File: src/rtl/bcd_pkg.sv
// Shared definitions for the sequential binary-to-BCD converter.
package bcd_pkg;

  localparam int DEF_WIDTH  = 16;
  localparam int DEF_DIGITS = 5;
  localparam int DEF_CNT_W  = $clog2(DEF_WIDTH + 1);

  typedef enum logic [1:0] {
    IDLE  = 2'd0,
    SHIFT = 2'd1,
    DONE  = 2'd2
  } state_e;

  // Counter must hold the value WIDTH itself, hence WIDTH+1.
  function automatic int cnt_width(input int width);
    return $clog2(width + 1);
  endfunction

endpackage

File: src/rtl/bcd_seq_converter_add_3.sv
// Double-dabble digit correction cell: adds 3 to a BCD digit of 5 or more
// so that the following left shift carries correctly into the next digit.
module add_3 (
  input  logic [3:0] digit_i,
  output logic [3:0] digit_o
);

  assign digit_o = (digit_i >= 4'd5) ? (digit_i + 4'd3) : digit_i;

endmodule

File: src/rtl/bcd_seq_converter.sv
// Signed binary to packed BCD converter, one shift-and-add-3 step per clock.
module bcd_seq_converter
  import bcd_pkg::*;
#(
  parameter int WIDTH  = DEF_WIDTH,
  parameter int DIGITS = DEF_DIGITS
) (
  input  logic                  clk,
  input  logic                  rst_n,
  input  logic                  start,
  input  logic [WIDTH-1:0]      bin_in,
  output logic                  busy,
  output logic                  done,
  output logic                  sign,
  output logic [4*DIGITS-1:0]   bcd_out
);

  localparam int CNT_W = cnt_width(WIDTH);
  localparam int ACC_W = 4 * DIGITS;

  state_e             state_q, state_d;
  logic [CNT_W-1:0]   cnt_q, cnt_d;
  logic [ACC_W-1:0]   acc_q, acc_d;
  logic [WIDTH-1:0]   mag_q, mag_d;
  logic               neg_q, neg_d;
  logic               sign_q, sign_d;
  logic [ACC_W-1:0]   bcd_q, bcd_d;

  logic [ACC_W-1:0]       acc_corr;
  logic [ACC_W+WIDTH-1:0] shift_vec;
  logic [ACC_W-1:0]       acc_shift;
  logic [WIDTH-1:0]       mag_shift;

  genvar g;
  generate
    for (g = 0; g < DIGITS; g++) begin : g_digit
      add_3 u_add_3 (
        .digit_i (acc_q[4*g +: 4]),
        .digit_o (acc_corr[4*g +: 4])
      );
    end
  endgenerate

  // Corrected accumulator and magnitude shift as one vector; mag MSB feeds acc LSB.
  assign shift_vec = {acc_corr, mag_q} << 1;
  assign acc_shift = shift_vec[ACC_W+WIDTH-1:WIDTH];
  assign mag_shift = shift_vec[WIDTH-1:0];

  // Next-state and datapath next values; everything holds unless the state acts on it.
  always_comb begin
    state_d = state_q;
    cnt_d   = cnt_q;
    acc_d   = acc_q;
    mag_d   = mag_q;
    neg_d   = neg_q;
    sign_d  = sign_q;
    bcd_d   = bcd_q;
    case (state_q)
      IDLE: begin
        if (start) begin
          neg_d   = bin_in[WIDTH-1];
          // Most negative input wraps to 2^(WIDTH-1), correct as unsigned.
          mag_d   = bin_in[WIDTH-1] ? (~bin_in + WIDTH'(1)) : bin_in;
          acc_d   = '0;
          cnt_d   = CNT_W'(WIDTH);
          state_d = SHIFT;
        end
      end
      SHIFT: begin
        acc_d = acc_shift;
        mag_d = mag_shift;
        cnt_d = cnt_q - CNT_W'(1);
        if (cnt_q == CNT_W'(1)) begin
          // Result is loaded on the final shift edge so it is visible during DONE.
          bcd_d   = acc_shift;
          sign_d  = neg_q;
          state_d = DONE;
        end
      end
      DONE: begin
        state_d = IDLE;
      end
      default: begin
        state_d = IDLE;
      end
    endcase
  end

  // FSM state register.
  always_ff @(posedge clk or negedge rst_n) begin
    if (!rst_n) begin
      state_q <= IDLE;
    end else begin
      state_q <= state_d;
    end
  end

  // Datapath and result registers; reset discards any conversion in flight.
  always_ff @(posedge clk or negedge rst_n) begin
    if (!rst_n) begin
      cnt_q  <= '0;
      acc_q  <= '0;
      mag_q  <= '0;
      neg_q  <= 1'b0;
      sign_q <= 1'b0;
      bcd_q  <= '0;
    end else begin
      cnt_q  <= cnt_d;
      acc_q  <= acc_d;
      mag_q  <= mag_d;
      neg_q  <= neg_d;
      sign_q <= sign_d;
      bcd_q  <= bcd_d;
    end
  end

  assign busy    = (state_q == SHIFT) || (state_q == DONE);
  assign done    = (state_q == DONE);
  assign sign    = sign_q;
  assign bcd_out = bcd_q;

endmodule

File: config.mk
export PLATFORM = sky130hd
export DESIGN_NAME = bcd_seq_converter
export DESIGN_NICKNAME = d
export VERILOG_FILES = /design/src/rtl/bcd_pkg.sv /design/src/rtl/bcd_seq_converter_add_3.sv /design/src/rtl/bcd_seq_converter.sv
export SDC_FILE = /design/constraint.sdc
export NUM_CORES = 1
export LEC_CHECK = 0
export ABC_AREA = 1
export CAP_MARGIN = 20
export CORE_MARGIN = 4
export CORE_UTILIZATION = 60
export CTS_CLUSTER_SIZE = 40
export DETAILED_ROUTE_END_ITERATION = 10
export PLACE_DENSITY = 0.85
export REMOVE_ABC_BUFFERS = 1
export SKIP_LAST_GASP = 1
export SLEW_MARGIN = 20
export SYNTH_ARGS = -nofsm -noshare
export SYNTH_HDL_FRONTEND = slang
export SYNTH_SLANG_ARGS = --single-unit
File: constraint.sdc
create_clock -name clk -period 3.1 [get_ports clk]
set_clock_uncertainty 0.05 [all_clocks]
set_input_delay 0.62 -clock clk [delete_from_list [all_inputs] [get_ports clk]]
set_output_delay 0.62 -clock clk [all_outputs]
set_load 0.02 [all_outputs]
### Word-level counts from Yosys, hierarchy flattened

Index checks and enable logic that the tools add are counted.

| storage, ports and cells | value |
|---|---|
| register bits | 65 |
| bits in latches | 0 |
| bits in writable memories | 0 |
| ROM bits | 0 |
| input bits | 19 |
| output and inout port bits | 23 |
| logic and storage cells | 47 |
| memories | 0 |

| operators by class | value |
|---|---|
| $add $sub $neg | 7 |
| $mul | 0 |
| divide/modulo/power cells | 0 |
| order comparisons | 5 |
| equal/unequal tests | 5 |
| shifts and indexed selects | 0 |
| muxes and demuxes | 15 |
| bitwise gates (word level) | 1 |
| reductions and logical operators | 7 |

Operator list:

| kind | number |
|---|---|
| 20-bit one-hot mux with 2 select lines | 1 |
| 16-bit 2-to-1 mux | 2 |
| 16-bit one-hot mux with 2 select lines | 1 |
| 4-bit by 3-bit >= comparator with 1-bit output, second input constant | 5 |
| 20-bit 2-to-1 mux | 1 |
| 16-bit by 1-bit adder with 16-bit output, second input constant | 1 |
| 4-bit by 2-bit adder with 4-bit output, second input constant | 4 |
| 4-bit 2-to-1 mux | 4 |
| 16-bit inverter | 1 |
| 5-bit one-hot mux with 2 select lines | 1 |
| 2-bit AND reduction | 4 |
| 5-bit by 1-bit equality test with 1-bit output, second input constant | 1 |
| 5-bit 2-to-1 mux | 1 |
| 5-bit by 1-bit subtractor with 5-bit output, second input constant | 1 |
| 2-bit 2-to-1 mux | 2 |
| 2-bit != test, second input constant | 2 |
| 2-bit one-hot mux with 2 select lines | 1 |
| 3-bit by 2-bit adder with 3-bit output, second input constant | 1 |
| 3-bit 2-to-1 mux | 1 |
| 2-bit by 1-bit equality test with 1-bit output, second input constant | 1 |
| 2-bit equality test, second input constant | 1 |
| 2-bit zero test | 1 |
| 2-bit nonzero test | 1 |
| 1-bit logical OR | 1 |

### Depth between registers and ports, before layout

Gate-level depths: netlist (run 1).

| logic depth | value |
|---|---|
| depth after elaboration | 5 |
| depth in mapped cells | 9 |
| mapped depth without buffers | 9 |

### By module

Synthesis (run 1) repeated with hierarchy kept, for this count alone.

| unflattened totals | value |
|---|---|
| cells, all modules | 497 |
| area total of the unflattened synthesis | 3819.9 sq um |

Modules (own cells, without submodules):

| module | times used | cells an instance | area each (sq um) | seq. area each (sq um) |
|---|---|---|---|---|
| bcd_seq_converter | 1 | 382 | 3144.3 | 1626.6 |
| add_3 | 5 | 23 | 135.1 | 0.0 |

### Least setup slack after synthesis (run 1)

OpenSTA, ideal clock, no wires.

| path | value |
|---|---|
| kind | in2reg |
| from | input port bin_in[0] |
| to | register mag_q[12] |
| setup time | 0.116 ns |
| arrival time | 1.441 ns |
| data required time | 2.934 ns |
| path slack | 1.493 ns |
| stages | 9 |
| buffers on the path | 0 |
| cells stage by stage | inv_1 > ha_1 > nand3_1 > nand2_1 > nand3_1 > nand2_1 > nand3_1 > nand2_1 > nand2_1 |

| on the way | value |
|---|---|
| word-level cells in the longest chain between the ends | 5 |

RTL lines:

| element | RTL line | source |
|---|---|---|
| start: declaration | bcd_seq_converter.sv:11 | `input logic [WIDTH-1:0] bin_in,` |
| 16-bit inverter | bcd_seq_converter.sv:63 | `mag_d = bin_in[WIDTH-1] ? (~bin_in + WIDTH'(1)) : bin_in;` |
| 16-bit by 1-bit adder with 16-bit output | bcd_seq_converter.sv:63 |  |
| 16-bit 2-to-1 mux | bcd_seq_converter.sv:63 |  |
| 16-bit 2-to-1 mux | bcd_seq_converter.sv:60 | `if (start) begin` |
| 16-bit one-hot mux with 2 select lines | bcd_seq_converter.sv:58 | `case (state_q)` |
| end signal: assignment | bcd_seq_converter.sv:110 | `mag_q <= mag_d;` |
| end: declaration | bcd_seq_converter.sv:24 | `logic [WIDTH-1:0] mag_q, mag_d;` |

No other way between the ends. The select of a mux whose other input is x is not followed.
A chain may end at the register's enable or synchronous reset.

### Worst setup path after layout (run 1)

| path | value |
|---|---|
| from | register state_q[0] |
| to | output port busy |

| on the way | value |
|---|---|
| word-level cells in the longest chain between the ends | 2 |
| elaborated cells on any way between the ends | 3 |
| those cells by class | 2 x eq/ne; 1 x reduce/logical |

RTL lines:

| element | RTL line | source |
|---|---|---|
| start: declaration | bcd_seq_converter.sv:21 | `state_e state_q, state_d;` |
| start signal: assignment | bcd_seq_converter.sv:94 | `state_q <= state_d;` |
| 2-bit by 1-bit equality test with 1-bit output / 2-bit equality test (equally long branches) | bcd_seq_converter.sv:117 | `assign busy = (state_q == SHIFT) \|\| (state_q == DONE);` |
| 1-bit logical OR * | bcd_seq_converter.sv:117 |  |
| end: declaration | bcd_seq_converter.sv:12 | `output logic busy,` |

Every way passes the cells marked *; elsewhere a longest branch is shown, timed or not.

==> flow_summary.toml, run 1 <==
[status]
run_status = "complete, no violations"

[power]
comb_power_share = 0.405
ir_drop_v = 0.0005535
p_clk_frac = 0.221
p_int_w = 0.001925
p_switching_w = 0.001264
seqPwrFrac = 0.373
power.density_nw_per_um2 = 772.7
switching_share = 0.3965
p_leak_nw = 1.922

[synth]
synth_cell_types = 26
ys_seq_area_frac = 0.4690
synth_area_per_cell_um2 = 7.992
synthCells = 434
netlist_area_um2 = 3468
ys_ff_latch = 65
ys_warn_count = 0

[cts]
cts_htree_levels = 3
clk_pin_slew_ps = 70
clkLatencyLatePin_ps = 330
post_cts_buffers = 0
numCtsBuffers = 9
cts_buffer_depth = 2
cts_resized = 0
root_buffer = "clkbuf_8"
cts_hold_buffers = 0
clock_sinks = 65
cts_tree = "yes"

[detailed_routing]
vias = 2992
wire_per_inst_um = 13.19
routed_wl_um = 7308
first_pass_iters = 4
via_per_inst = 5.401
drt_iter0_drc = 147
ant_nets = 0
route.detailed.drc = 0

[critical_path]
r2r_end = "mag_q[5]"
endpoint_kind = "output pin"
worstPathRequired_ps = 2430
crit_type = "flip-flop to output pin"
r2r_cells = 7
cp-start-kind = "flip-flop"
crit_arrival_ps = 1680
path_max_fanout = 4
reg2reg_from = "state_q[1]"
r2r_setup_slack_ps = 830

[cells_and_area]
drive_gt1_frac = 0.05809
final_util = 0.7450
final-seq-area_um2 = 1627
finalNetCount = 514
areaGrowthSynthToFinish_pct = 19.01
final_cells = 554
multi_input_area_um2 = 1569
n_antenna_cell = 0
fillers = 436

[floorplanning]
die_y_um = 84.03
core_area_um2 = 5540
die_x_um = 84.03
initial_utilization = 0.6260
row_count = 27
ios = 42
dieArea_um2 = 7061

[sta]
slew_headroom = 0.4167
period_needed_ps = 2350
worstMarginPinSlew_ps = 875.0
fmax_mhz = 425.5
hold_violations = 0
drv_slew = 0
report.final.setup_viol = 0
grt_setup_unrepaired = "false"
min_period_over_period = 0.7581
tns_ps = 0

[global_route]
grt_util_all_layers = 0.2192
grt_pass1_wl_um = 12730
overflow = 0
grt_max_degree = 42
grt_pass1_vias = 2929
antenna_found_initial = 0

[place]
gp_congestion = 0.8553
port_buffers = 41
place_inst = 538
hpwlAfterDp_um = 5422

[run]
cap_violations = 0

[hold_path]
min_path_type = "input pin to asynchronous set/reset pin"
## layout make-up
cell class | instances | share of cell area
clock buffer | 11 | 0.03425
multi-input combinational | 301 | 0.3801
sequential | 65 | 0.3941
timing repair buffer | 46 | 0.1073
clock inverter | 5 | 0.01334
inverter | 54 | 0.04911
tap | 72 | 0.02182
## cell usage in the layout (no fill, tap or decap), drive strengths merged
cell / instances
bufinv: 1
clkdlybuf4s50: 40
or2: 4
nand2: 106
nor2: 41
dfrtp: 65
clkinvlp: 2
o31ai: 1
nand4: 4
o21ai: 47
inv: 54
buf: 6
o21bai: 1
clkbuf: 11
o211ai: 1
a31oi: 1
a22oi: 1
nor4: 1
o22ai: 23
nand3: 23
o221ai: 2
clkinv: 2
ha: 18
xor2: 11
a21oi: 16
## synth_stat cells, drive strengths merged
library cell / instances / area (µm²)
ha: 18 / 225.2
o22ai: 23 / 143.9
nor4: 1 / 6.260
nor2: 41 / 153.9
o21ai: 47 / 246.5
nand2: 106 / 397.9
a31oi: 1 / 6.260
nand4: 4 / 25.02
o211ai: 1 / 7.510
o31ai: 1 / 7.510
clkbuf: 3 / 12.51
or2: 4 / 25.02
a22oi: 1 / 7.510
nand3: 23 / 115.1
dfrtp: 65 / 1627
o221ai: 2 / 17.52
xor2: 11 / 96.34
o21bai: 1 / 7.510
a21oi: 16 / 80.08
inv: 54 / 202.7
buf: 11 / 57.56
## worst max-delay path by stage
stage / startpoint / end
6_report: state_q[0] / busy
5_1_grt: state_q[1] / mag_q[5]
4_1_cts: state_q[0] / busy
3_5_place_dp: bin_in[15] / mag_q[6]
3_3_place_gp: bin_in[15] / mag_q[6]
2_1_floorplan: state_q[1] / mag_q[15]
## critical path, stage by stage, from the launching register on
cell             delay, ps
dfrtp_1                370
inv_1                  100
ha_1                   280
clkdlybuf4s50_1        590
## stage by stage
stage          total power (W)  hold WS [ps]  setup slack [ps]  cell area, µm²
2_1_floorplan         0.002066         274.4              1062            3398
3_3_place_gp          0.002426         404.1             864.3            3931
3_5_place_dp          0.002500         409.8             823.4            3931
4_1_cts               0.003205         363.7             723.5            4128
5_1_grt               0.003448         411.9             670.1            4128
6_report              0.003189         349.9             749.9            4128
## cells by family (layout without fill, tap and decap cells)
group,Yosys count,after routing,share of synthesized area
xor+xnor,11,11,0.02778
buf+inv,68,116,0.07865
fa+ha+maj,18,18,0.06494
compound gates,93,93,0.1512
flops,65,65,0.4690
simple gates,179,179,0.2085
## layer usage
layer  track usage  wire length (µm)
met2        0.3773              3583
met5             0                 0
met1        0.2752              3277
met4       0.05848                82
met3       0.05232               364
## power groups by stage
| stage | Combinational (W) | Clock (W) | Sequential, W |
|---|---|---|---|
| after floorplan | 0.000857 | 0 | 0.00121 |
| after global placement | 0.00123 | 0 | 0.00119 |
| after detailed placement | 0.00130 | 0 | 0.00120 |
| after CTS | 0.00130 | 0.000717 | 0.00119 |
| after global routing | 0.00148 | 0.000758 | 0.00121 |
| final | 0.00129 | 0.000706 | 0.00119 |
## flip-flops by register name (all words and copies together), names as in the netlist
register	count
mag_q	16
bcd_out	20
state_q	2
cnt_q	5
acc_q	20
neg_q	1
sign	1
Power figures use the tool's default switching activity.
==> run 2: changes to the inputs <==
--- a/config.mk
+++ b/config.mk
@@ -8,10 +8,10 @@
 export ABC_AREA = 1
 export CAP_MARGIN = 20
 export CORE_MARGIN = 4
-export CORE_UTILIZATION = 60
+export CORE_UTILIZATION = 50
 export CTS_CLUSTER_SIZE = 40
 export DETAILED_ROUTE_END_ITERATION = 10
-export PLACE_DENSITY = 0.85
+export PLACE_DENSITY = 0.76
 export REMOVE_ABC_BUFFERS = 1
 export SKIP_LAST_GASP = 1
 export SLEW_MARGIN = 20
==> constraint.sdc (replaced) <==
create_clock -name clk -period 2 [get_ports clk]
set_clock_uncertainty 0.05 [all_clocks]
set_input_delay 0.4 -clock clk [delete_from_list [all_inputs] [get_ports clk]]
set_output_delay 0.4 -clock clk [all_outputs]
set_load 0.02 [all_outputs]
==> flow_summary.toml, run 2 (same netlist as run 1, synthesis figures left out) <==
[status]
run_status = "complete, no violations"

[detailed_routing]
ant_nets = 0
route.detailed.drc = 0
vias = 2982
routed_wl_um = 7327
drt_iter0_drc = 107
via_per_inst = 5.232
first_pass_iters = 5
wire_per_inst_um = 12.85

[hold_path]
whs_endpoint = "sign"
min_path_cells = 2
min_path_type = "flip-flop to flip-flop"
min_from = "sign"

[floorplanning]
die_y_um = 91.29
die_x_um = 91.29
core_area_um2 = 6756
ios = 42
dieArea_um2 = 8333
row_count = 30
initial_utilization = 0.5133

[critical_path]
reg2reg_from = "state_q[1]"
crit_arrival_ps = 1450
endpoint_kind = "output pin"
crit_type = "flip-flop to output pin"
worstPathRequired_ps = 1550
r2r_cells = 8
cp-start-kind = "flip-flop"
path_max_fanout = 5
r2r_setup_slack_ps = 210
r2r_end = "mag_q[6]"

[cells_and_area]
final_util = 0.6217
n_antenna_cell = 0
final_common_cell = "nand2_1"
final_cells = 570
areaGrowthSynthToFinish_pct = 21.10
fillers = 626
finalNetCount = 522
layout_common_cells = "nand2_1, dfrtp_1, inv_1"
design_area_um2 = 4200
drive_gt1_frac = 0.07143

[sta]
drv_slew = 0
slew_headroom = 0.6730
report.final.setup_viol = 0
grt_setup_unrepaired = "false"
min_period_over_period = 0.9486
fmax_mhz = 527.1
hold_violations = 0
period_needed_ps = 1897
worstMarginPinSlew_ps = 485.4

[cts]
cts_tree = "yes"
root_buffer = "clkbuf_8"
cts_buffer_depth = 2
clock_sinks = 65
clkLatencyLatePin_ps = 340
numCtsBuffers = 9
clk_pin_slew_ps = 70
cts_htree_levels = 3

[global_route]
grt_util_all_layers = 0.1882
grt_max_degree = 42
grt_pass1_vias = 2938
grt_pass1_wl_um = 12850
overflow = 0
antenna_found_initial = 0

[power]
p_leak_nw = 1.965
switching_share = 0.3959
p_switching_w = 0.001992
power.density_nw_per_um2 = 1198
seqPwrFrac = 0.368
comb_power_share = 0.413
p_int_w = 0.003039
ir_drop_v = 0.0006541
p_clk_frac = 0.219

[run]
cap_violations = 0

[place]
placed_area_um2 = 3994
place_inst = 553
hpwlAfterDp_um = 5494
gp_congestion = 0.8683
port_buffers = 41
[run 2: cell types whose count changed in the layout (fill, tap and decap cells not counted), sizes merged]
cell | previous run | this run
dlygate4sd3 | 0 | 1
dlygate4sd2 | 0 | 2
buf | 6 | 13
clkdlybuf4s50 | 40 | 38
[run 2: how the worst max path moves through the flow]
stage | startpoint | end | slack, ps | cells past startpoint
2_1_floorplan | state_q[1] | mag_q[15] | -40 | 7
3_3_place_gp | bin_in[0] | mag_q[6] | 60 | 9
3_5_place_dp | bin_in[0] | mag_q[6] | 30 | 9
4_1_cts | state_q[1] | busy | 80 | 3
5_1_grt | state_q[1] | busy | 30 | 3
6_report | state_q[1] | busy | 100 | 3
[run 2: final cells by class]
class / count / area, µm² / area share
tap: 80 / 100.1 / 0.02383
multi-input combinational: 301 / 1569 / 0.3735
sequential: 65 / 1627 / 0.3873
inverter: 54 / 205.2 / 0.04885
clock inverter: 5 / 55.05 / 0.01311
timing repair buffer: 54 / 503.0 / 0.1197
clock buffer: 11 / 141.4 / 0.03366
[run 2: power groups by stage]
stage / clock [W] / combinational [W] / sequential, W
after detailed placement: 0 / 0.00208 / 0.00187
after floorplan: 0 / 0.00133 / 0.00187
after global placement: 0 / 0.00200 / 0.00185
after CTS: 0.00113 / 0.00207 / 0.00185
final: 0.00110 / 0.00208 / 0.00185
after global routing: 0.00120 / 0.00237 / 0.00189
[run 2: worst max-delay path, cell delays in order, from the launching register on]
cell and delay [ps]:
dfrtp_1 390, inv_1 150, ha_1 260, dlygate4sd2_1 320
[run 2: through the flow]
| stage | setup TNS, ps | hold WS, ps | worst slack, ps | total power, W |
|---|---|---|---|---|
| finish | 0 | 425.8 | 102.8 | 0.005031 |
| global placement | 0 | 293.3 | 61.73 | 0.003851 |
| detailed placement | 0 | 291.3 | 34.22 | 0.003955 |
| floorplan | -68.84 | 54.41 | -37.95 | 0.003202 |
| CTS | 0 | 429.0 | 76.21 | 0.005051 |
| global route | 0 | 451.3 | 33.20 | 0.005447 |
[run 2: timing repair]
| action | CTS | global route |
|---|---|---|
| hold buffers | 1 | 0 |
| setup buffers | 0 | 0 |
| endpoints found under the setup margin | 2 | 1 |
| hold endpoints to repair | 14 | 0 |
| gates resized for setup | 2 | 2 |
[run 2: per-layer routing]
layer  wire (µm)  vias up  GRT usage
met1        3335     1389     0.2301
met2        3634       61     0.3268
li1            -     1522          -
met5           0        -          0
met4          75        0    0.06281
met3         281       10    0.04308
